<file path="src/rtl/alu_cmd_sequencer_if.sv">
`timescale 1ns/1ps
// alu_cmd_sequencer_if: command, ALU pin and result bundle of the ALU command sequencer
interface alu_cmd_sequencer_if;
    logic        cmd_valid;
    logic        cmd_ready;
    logic [11:0] cmd_data;
    logic        alu_en;
    logic [2:0]  alu_opcode;
    logic [3:0]  alu_in_1;
    logic [3:0]  alu_in_2;
    logic [3:0]  alu_out;
    logic        res_valid;
    logic        res_ready;
    logic [3:0]  res_data;
    logic        busy;
    modport master (
        input  cmd_valid, cmd_data, alu_out, res_ready,
        output cmd_ready, alu_en, alu_opcode, alu_in_1, alu_in_2, res_valid, res_data, busy
    );
    modport slave (
        output cmd_valid, cmd_data, alu_out, res_ready,
        input  cmd_ready, alu_en, alu_opcode, alu_in_1, alu_in_2, res_valid, res_data, busy
    );
endinterface

</file>
<file path="src/rtl/alu_cmd_sequencer.sv">
`timescale 1ns/1ps
// alu_cmd_sequencer: FIFO-buffered ALU command issue with fixed-latency capture and valid/ready results.
// Optional ALU_CHAIN_EN: a set chain flag feeds the previous result in place of operand A.
module alu_cmd_sequencer #(
    parameter int DEPTH   = 4,
    parameter int ALU_LAT = 1
) (
    input logic clk,
    input logic rst,
    alu_cmd_sequencer_if.master bus
);
    localparam int AW = $clog2(DEPTH);
    localparam int CW = AW + 1;
    typedef enum logic [1:0] {IDLE, ISSUE, WAIT, RESP} state_t;
    state_t state_q, state_d;
    logic [11:0] mem_q [DEPTH];
    logic [AW-1:0] wr_q, wr_d, rd_q, rd_d;
    logic [CW-1:0] cnt_q, cnt_d;
    logic rdy_q, rdy_d;
    logic [3:0] wait_q, wait_d;
    logic en_q, en_d;
    logic [2:0] op_q, op_d;
    logic [3:0] in1_q, in1_d, in2_q, in2_d;
    logic rv_q, rv_d;
    logic [3:0] rdat_q, rdat_d;
    logic [3:0] last_q, last_d;
    logic [11:0] head;
    logic [3:0] opa;
    logic push, pop;
    assign head = mem_q[rd_q];
    assign push = bus.cmd_valid && rdy_q;
`ifdef ALU_CHAIN_EN
    assign opa = head[11] ? last_q : head[7:4];
    always_comb last_d = (state_q == WAIT && wait_q == 4'd0) ? bus.alu_out : last_q;
`else
    logic unused_chain;
    assign opa = head[7:4];
    assign unused_chain = head[11] ^ (|last_q);
    always_comb last_d = 4'd0;
`endif
    always_comb begin
        state_d = state_q;
        pop = 1'b0;
        wait_d = wait_q;
        rv_d = rv_q;
        rdat_d = rdat_q;
        case (state_q)
            IDLE: pop = cnt_q != '0;
            ISSUE: begin
                state_d = WAIT;
                wait_d = 4'(ALU_LAT - 1);
            end
            WAIT: begin
                state_d = (wait_q == 4'd0) ? RESP : WAIT;
                rv_d = wait_q == 4'd0;
                rdat_d = (wait_q == 4'd0) ? bus.alu_out : rdat_q;
                wait_d = (wait_q == 4'd0) ? wait_q : wait_q - 4'd1;
            end
            RESP: if (bus.res_ready) begin
                state_d = IDLE;
                rv_d = 1'b0;
                pop = cnt_q != '0;
            end
            default: state_d = IDLE;
        endcase
        // A pop always launches the next issue, whether from IDLE or straight out of RESP
        state_d = pop ? ISSUE : state_d;
        en_d = pop;
        op_d = pop ? head[10:8] : 3'd0;
        in1_d = pop ? opa : 4'd0;
        in2_d = pop ? head[3:0] : 4'd0;
        wr_d = wr_q + AW'(push);
        rd_d = rd_q + AW'(pop);
        cnt_d = cnt_q + CW'(push) - CW'(pop);
        rdy_d = cnt_d < CW'(DEPTH);
    end
    always_ff @(posedge clk or posedge rst) begin
        if (rst) begin
            state_q <= IDLE;
            wr_q <= '0;
            rd_q <= '0;
            cnt_q <= '0;
            rdy_q <= 1'b0;
            wait_q <= 4'd0;
            en_q <= 1'b0;
            op_q <= 3'd0;
            in1_q <= 4'd0;
            in2_q <= 4'd0;
            rv_q <= 1'b0;
            rdat_q <= 4'd0;
            last_q <= 4'd0;
        end else begin
            state_q <= state_d;
            wr_q <= wr_d;
            rd_q <= rd_d;
            cnt_q <= cnt_d;
            rdy_q <= rdy_d;
            wait_q <= wait_d;
            en_q <= en_d;
            op_q <= op_d;
            in1_q <= in1_d;
            in2_q <= in2_d;
            rv_q <= rv_d;
            rdat_q <= rdat_d;
            last_q <= last_d;
        end
    end
    always_ff @(posedge clk) if (push) mem_q[wr_q] <= bus.cmd_data;
    assign bus.cmd_ready = rdy_q;
    assign bus.alu_en = en_q;
    assign bus.alu_opcode = op_q;
    assign bus.alu_in_1 = in1_q;
    assign bus.alu_in_2 = in2_q;
    assign bus.res_valid = rv_q;
    assign bus.res_data = rdat_q;
    assign bus.busy = state_q != IDLE || cnt_q != '0;
endmodule

</file>
<file path="src/flat_wrapper.sv">
// flat-port wrapper written by rule: the top's interface ports become plain ports
module alu_cmd_sequencer_flat 
#(
    parameter int DEPTH   = 4,
    parameter int ALU_LAT = 1
)
  (clk, rst, bus_cmd_valid, bus_cmd_data, bus_alu_out, bus_res_ready, bus_cmd_ready, bus_alu_en, bus_alu_opcode, bus_alu_in_1, bus_alu_in_2, bus_res_valid, bus_res_data, bus_busy);
  alu_cmd_sequencer_if bus_i ();
  input logic clk;
  input logic rst;
  input wire logic [$bits(bus_i.cmd_valid)-1:0] bus_cmd_valid;
  input wire logic [$bits(bus_i.cmd_data)-1:0] bus_cmd_data;
  input wire logic [$bits(bus_i.alu_out)-1:0] bus_alu_out;
  input wire logic [$bits(bus_i.res_ready)-1:0] bus_res_ready;
  output wire logic [$bits(bus_i.cmd_ready)-1:0] bus_cmd_ready;
  output wire logic [$bits(bus_i.alu_en)-1:0] bus_alu_en;
  output wire logic [$bits(bus_i.alu_opcode)-1:0] bus_alu_opcode;
  output wire logic [$bits(bus_i.alu_in_1)-1:0] bus_alu_in_1;
  output wire logic [$bits(bus_i.alu_in_2)-1:0] bus_alu_in_2;
  output wire logic [$bits(bus_i.res_valid)-1:0] bus_res_valid;
  output wire logic [$bits(bus_i.res_data)-1:0] bus_res_data;
  output wire logic [$bits(bus_i.busy)-1:0] bus_busy;
  assign bus_i.cmd_valid = bus_cmd_valid;
  assign bus_i.cmd_data = bus_cmd_data;
  assign bus_i.alu_out = bus_alu_out;
  assign bus_i.res_ready = bus_res_ready;
  assign bus_cmd_ready = bus_i.cmd_ready;
  assign bus_alu_en = bus_i.alu_en;
  assign bus_alu_opcode = bus_i.alu_opcode;
  assign bus_alu_in_1 = bus_i.alu_in_1;
  assign bus_alu_in_2 = bus_i.alu_in_2;
  assign bus_res_valid = bus_i.res_valid;
  assign bus_res_data = bus_i.res_data;
  assign bus_busy = bus_i.busy;
  alu_cmd_sequencer #(.DEPTH(DEPTH), .ALU_LAT(ALU_LAT)) u_core (.clk(clk), .rst(rst), .bus(bus_i));
endmodule
</file>
<file path="config.mk">
export PLATFORM = sky130hd
export DESIGN_NAME = alu_cmd_sequencer_flat
export DESIGN_NICKNAME = d
export VERILOG_FILES = /design/src/rtl/alu_cmd_sequencer_if.sv /design/src/rtl/alu_cmd_sequencer.sv /design/src/flat_wrapper.sv
export SDC_FILE = /design/constraint.sdc
export NUM_CORES = 1
export LEC_CHECK = 0
export ABC_AREA = 1
export CORE_UTILIZATION = 45
export CTS_BUF_LIST = sky130_fd_sc_hd__clkbuf_16
export DETAILED_ROUTE_END_ITERATION = 8
export PLACE_DENSITY = 0.8
export REMOVE_ABC_BUFFERS = 1
export SLEW_MARGIN = 15
export SYNTH_ARGS = -nofsm -noshare
export SYNTH_HDL_FRONTEND = slang
export SYNTH_SLANG_ARGS = --single-unit
</file>
<file path="constraint.sdc">
create_clock -name clk -period 2.4 [get_ports clk]
set_clock_uncertainty 0.2 [all_clocks]
set_input_delay 0.48 -clock clk [delete_from_list [all_inputs] [get_ports clk]]
set_output_delay 0.48 -clock clk [all_outputs]
set_load 0.05 [all_outputs]
</file>
==> metrics.yaml <==
hold_path_class: "flop to flop"
arrival_ns: 2.34
diodes: 0
multiInputGateArea_sq_um: 835
wirelength_um: 5830
setup.worst_path.start_class: "flop"
clkLatencyLatePin_ns: 0.33
antenna_found_initial: 0
overflow: 0
synthesis.area_sq_mm: 0.00303
areaGrowthSynthToFinish_pct: 27.9
pre_cts_ws_ns: -0.356
worst_pin_slew_ns: 0.604
clock_path_buffers: 2
relSlewSlack_pct: 59.7
ant_nets: 0
wl_per_cell_um: 14.9
swShare_pct: 40.3
critPathMaxFanout: 3
syn-instance-count: 254
pwr-share-clk_pct: 22.9
synth_seq_area_share_pct: 69.3
viasPerCell: 5.06
globalplace.congestion: 0.743
violations: "DRC"
seq_area_sq_mm: 0.00210
fin_nets: 340
highest-signal-layer: "met4"
nFillCells: 498
first_global_vias: 2021
synth_seq_cells: 75
max_freq_mhz: 431
ys_warn_count: 0
fp.dieH_um: 84.0
worstPathRequired_ns: 2.42
fin_setup_tns_ns: 0
grt_first_pass_wirelength_um: 9590
finalCritPeriodShare_pct: 96.7
cts_buffers: 9
dieWidth_um: 84.0
yosysUniqueCellTypes: 26
ctsHoldBuffers: 0
pwr_density_cell_mw_per_mm2: 1420
core-area_sq_mm: 0.00642
p_comb_share_pct: 42.0
setup_ws_ns: 0.0783
setup_viol: 0
seq_power_share_pct: 35.1
path_class: "flop to flop"
syn_area_per_cell_sq_um: 11.9
num_io_pins: 39
hpwlAfterDp_um: 3640
min_period_ns: 2.32
cts.reportedPaths.clkPinSlew_ns: 0.06
worst_ir_drop_vdd_mv: 0.585
h-tree-depth: 3
initial_core_util_pct: 47.1
drtIter0Drc: 104
wl_met3_um: 210
drt-met1-wl_um: 2450
power.internal_mw: 3.28
vias: 1974
io_buffer_count: 37
slew_violations: 0
wl_met2_um: 3050
power_switching_mw: 2.21
p_leak_nw: 1.59
rows: 29
final_hold_viol_count: 0
cts_tree: "done"
outcome: "finished with violations"
dr.pass1.iters: 6
max_cap_violations: 0
grt_max_degree: 32
layout-drive-gt1-share_pct: 16.6
clock-sinks: 75
end_kind: "flop"
dieArea_sq_mm: 0.00706
grt_util_all_layers_pct: 18.0
drcViolationCount: 2
clockRootBuffer: "clkbuf_16"
==> per-layer routing <==
metal  GRT usage [%]  vias up
li1                -      955
met1            20.8      961
met2            32.1       46
met3            3.96       12
met4            7.52        0
met5               0        -
==> timing repair <==
item                                    CTS  global route
endpoints found under the setup margin    2             3
gates resized for setup                   2            13
setup buffers                             0             2
pin swaps                                 1             1
==> sequential cells by signal, indices dropped and copies added, names as in the netlist <==
| name | cells |
|---|---|
| u_core.mem_q | 44 |
| u_core.bus.alu_in_1 | 4 |
| u_core.bus.alu_in_2 | 4 |
| u_core.bus.res_data | 4 |
| u_core.wait_q | 4 |
| u_core.bus.alu_opcode | 3 |
| u_core.cnt_q | 3 |
| u_core.rd_q | 2 |
| u_core.state_q | 2 |
| u_core.wr_q | 2 |
| u_core.bus.alu_en | 1 |
| u_core.bus.cmd_ready | 1 |
| u_core.bus.res_valid | 1 |
==> cells by family (layout without fill, tap and decap cells) <==
kind of cell	after synthesis	after routing	share of synthesized area, %
simple gates	90	90	12.3
fa+ha+maj	12	12	5.21
xor+xnor	5	5	1.45
compound gates	41	41	7.15
buf+inv	31	90	4.63
flops	75	75	69.3
==> through the flow <==
stage / hold slack [ns] / std cells / power, mW / util [%] / cell area [sq um]
2_1_floorplan: 0.275 / 246 / 3.36 / - / 2970
3_3_place_gp: 0.262 / 372 / 4.02 / 54.9 / 3530
3_5_place_dp: 0.273 / 372 / 4.13 / 54.9 / 3530
4_1_cts: 0.289 / 388 / 5.43 / 59.5 / 3820
5_1_grt: 0.317 / 390 / 5.84 / 60.3 / 3870
6_report: 0.281 / 390 / 5.50 / 60.3 / 3870
==> placed cells by master (no fill, tap or decap), drive strengths merged <==
cell type       n
nand3           5
nor3            5
nand3b          1
xnor2           1
clkdlybuf4s50  36
edfxtp         44
o21ai          28
clkinvlp        4
nand2          27
nor2           51
buf            15
a21oi          11
xor2            4
inv            26
ha             11
clkbuf          9
o21bai          1
nand4           1
dfrtp          31
o22ai           1
fa              1
==> cell usage after synthesis <==
library cell	instances	area, sq um
nor2_1	48	180
edfxtp_1	44	1320
dfrtp_1	31	776
nand2_1	27	101
inv_1	22	82.6
o21ai_0	22	110
a21oi_1	11	55.1
ha_1	11	138
nor3_1	5	25.0
nand3_1	4	20.0
o21ai_1	4	20.0
xor2_1	4	35.0
buf_4	3	22.5
nor2_2	3	18.8
buf_2	2	10.0
clkbuf_2	2	10.0
o21ai_2	2	17.5
buf_6	1	11.3
fa_1	1	20.0
inv_2	1	3.75
nand3_2	1	10.0
nand3b_2	1	11.3
nand4_1	1	6.26
o21bai_1	1	7.51
o22ai_1	1	6.26
xnor2_1	1	8.76
==> final timing paths <==
kind                       cells past startpoint              startpoint  slack, ns                endpoint
setup reg to reg                              11       u_core.state_q[1]       0.08    u_core.bus.cmd_ready
hold reg to reg                                2  u_core.bus.res_data[3]       0.28  u_core.bus.res_data[3]
max in group asynchronous                      3                     rst       1.37        u_core.wait_q[2]
min in group asynchronous                      3                     rst       0.33  u_core.bus.alu_in_1[1]
hold / removal                                 2  u_core.bus.res_data[3]       0.28  u_core.bus.res_data[3]
setup / recovery                              11       u_core.state_q[1]       0.08    u_core.bus.cmd_ready
==> worst max-delay path: stages (launching register included) <==
cell      delay, ns
dfrtp_1        0.41
inv_2          0.08
ha_2           0.26
nand3b_4       0.17
inv_4          0.07
ha_4           0.19
inv_2          0.04
ha_2           0.16
inv_2          0.04
fa_2           0.38
xor2_2         0.17
inv_1          0.05
==> power by group through the flow <==
stage               clock, mW  sequential, mW  combinational [mW]
finish                   1.26            1.93                2.31
global route             1.32            1.96                2.55
CTS                      1.28            1.92                2.22
detailed placement          0            1.94                2.19
global placement            0            1.93                2.10
floorplan                   0            2.40               0.960
==> layout make-up <==
| class | instances | area share, % |
|---|---|---|
| Sequential cell | 75 | 54.1 |
| Multi-Input combinational cell | 148 | 21.5 |
| Timing Repair Buffer | 51 | 12.2 |
| Clock buffer | 9 | 5.81 |
| Tap cell | 77 | 2.49 |
| Inverter | 23 | 2.29 |
| Clock inverter | 7 | 1.52 |
No activity file was read; power rests on OpenSTA's default activity.
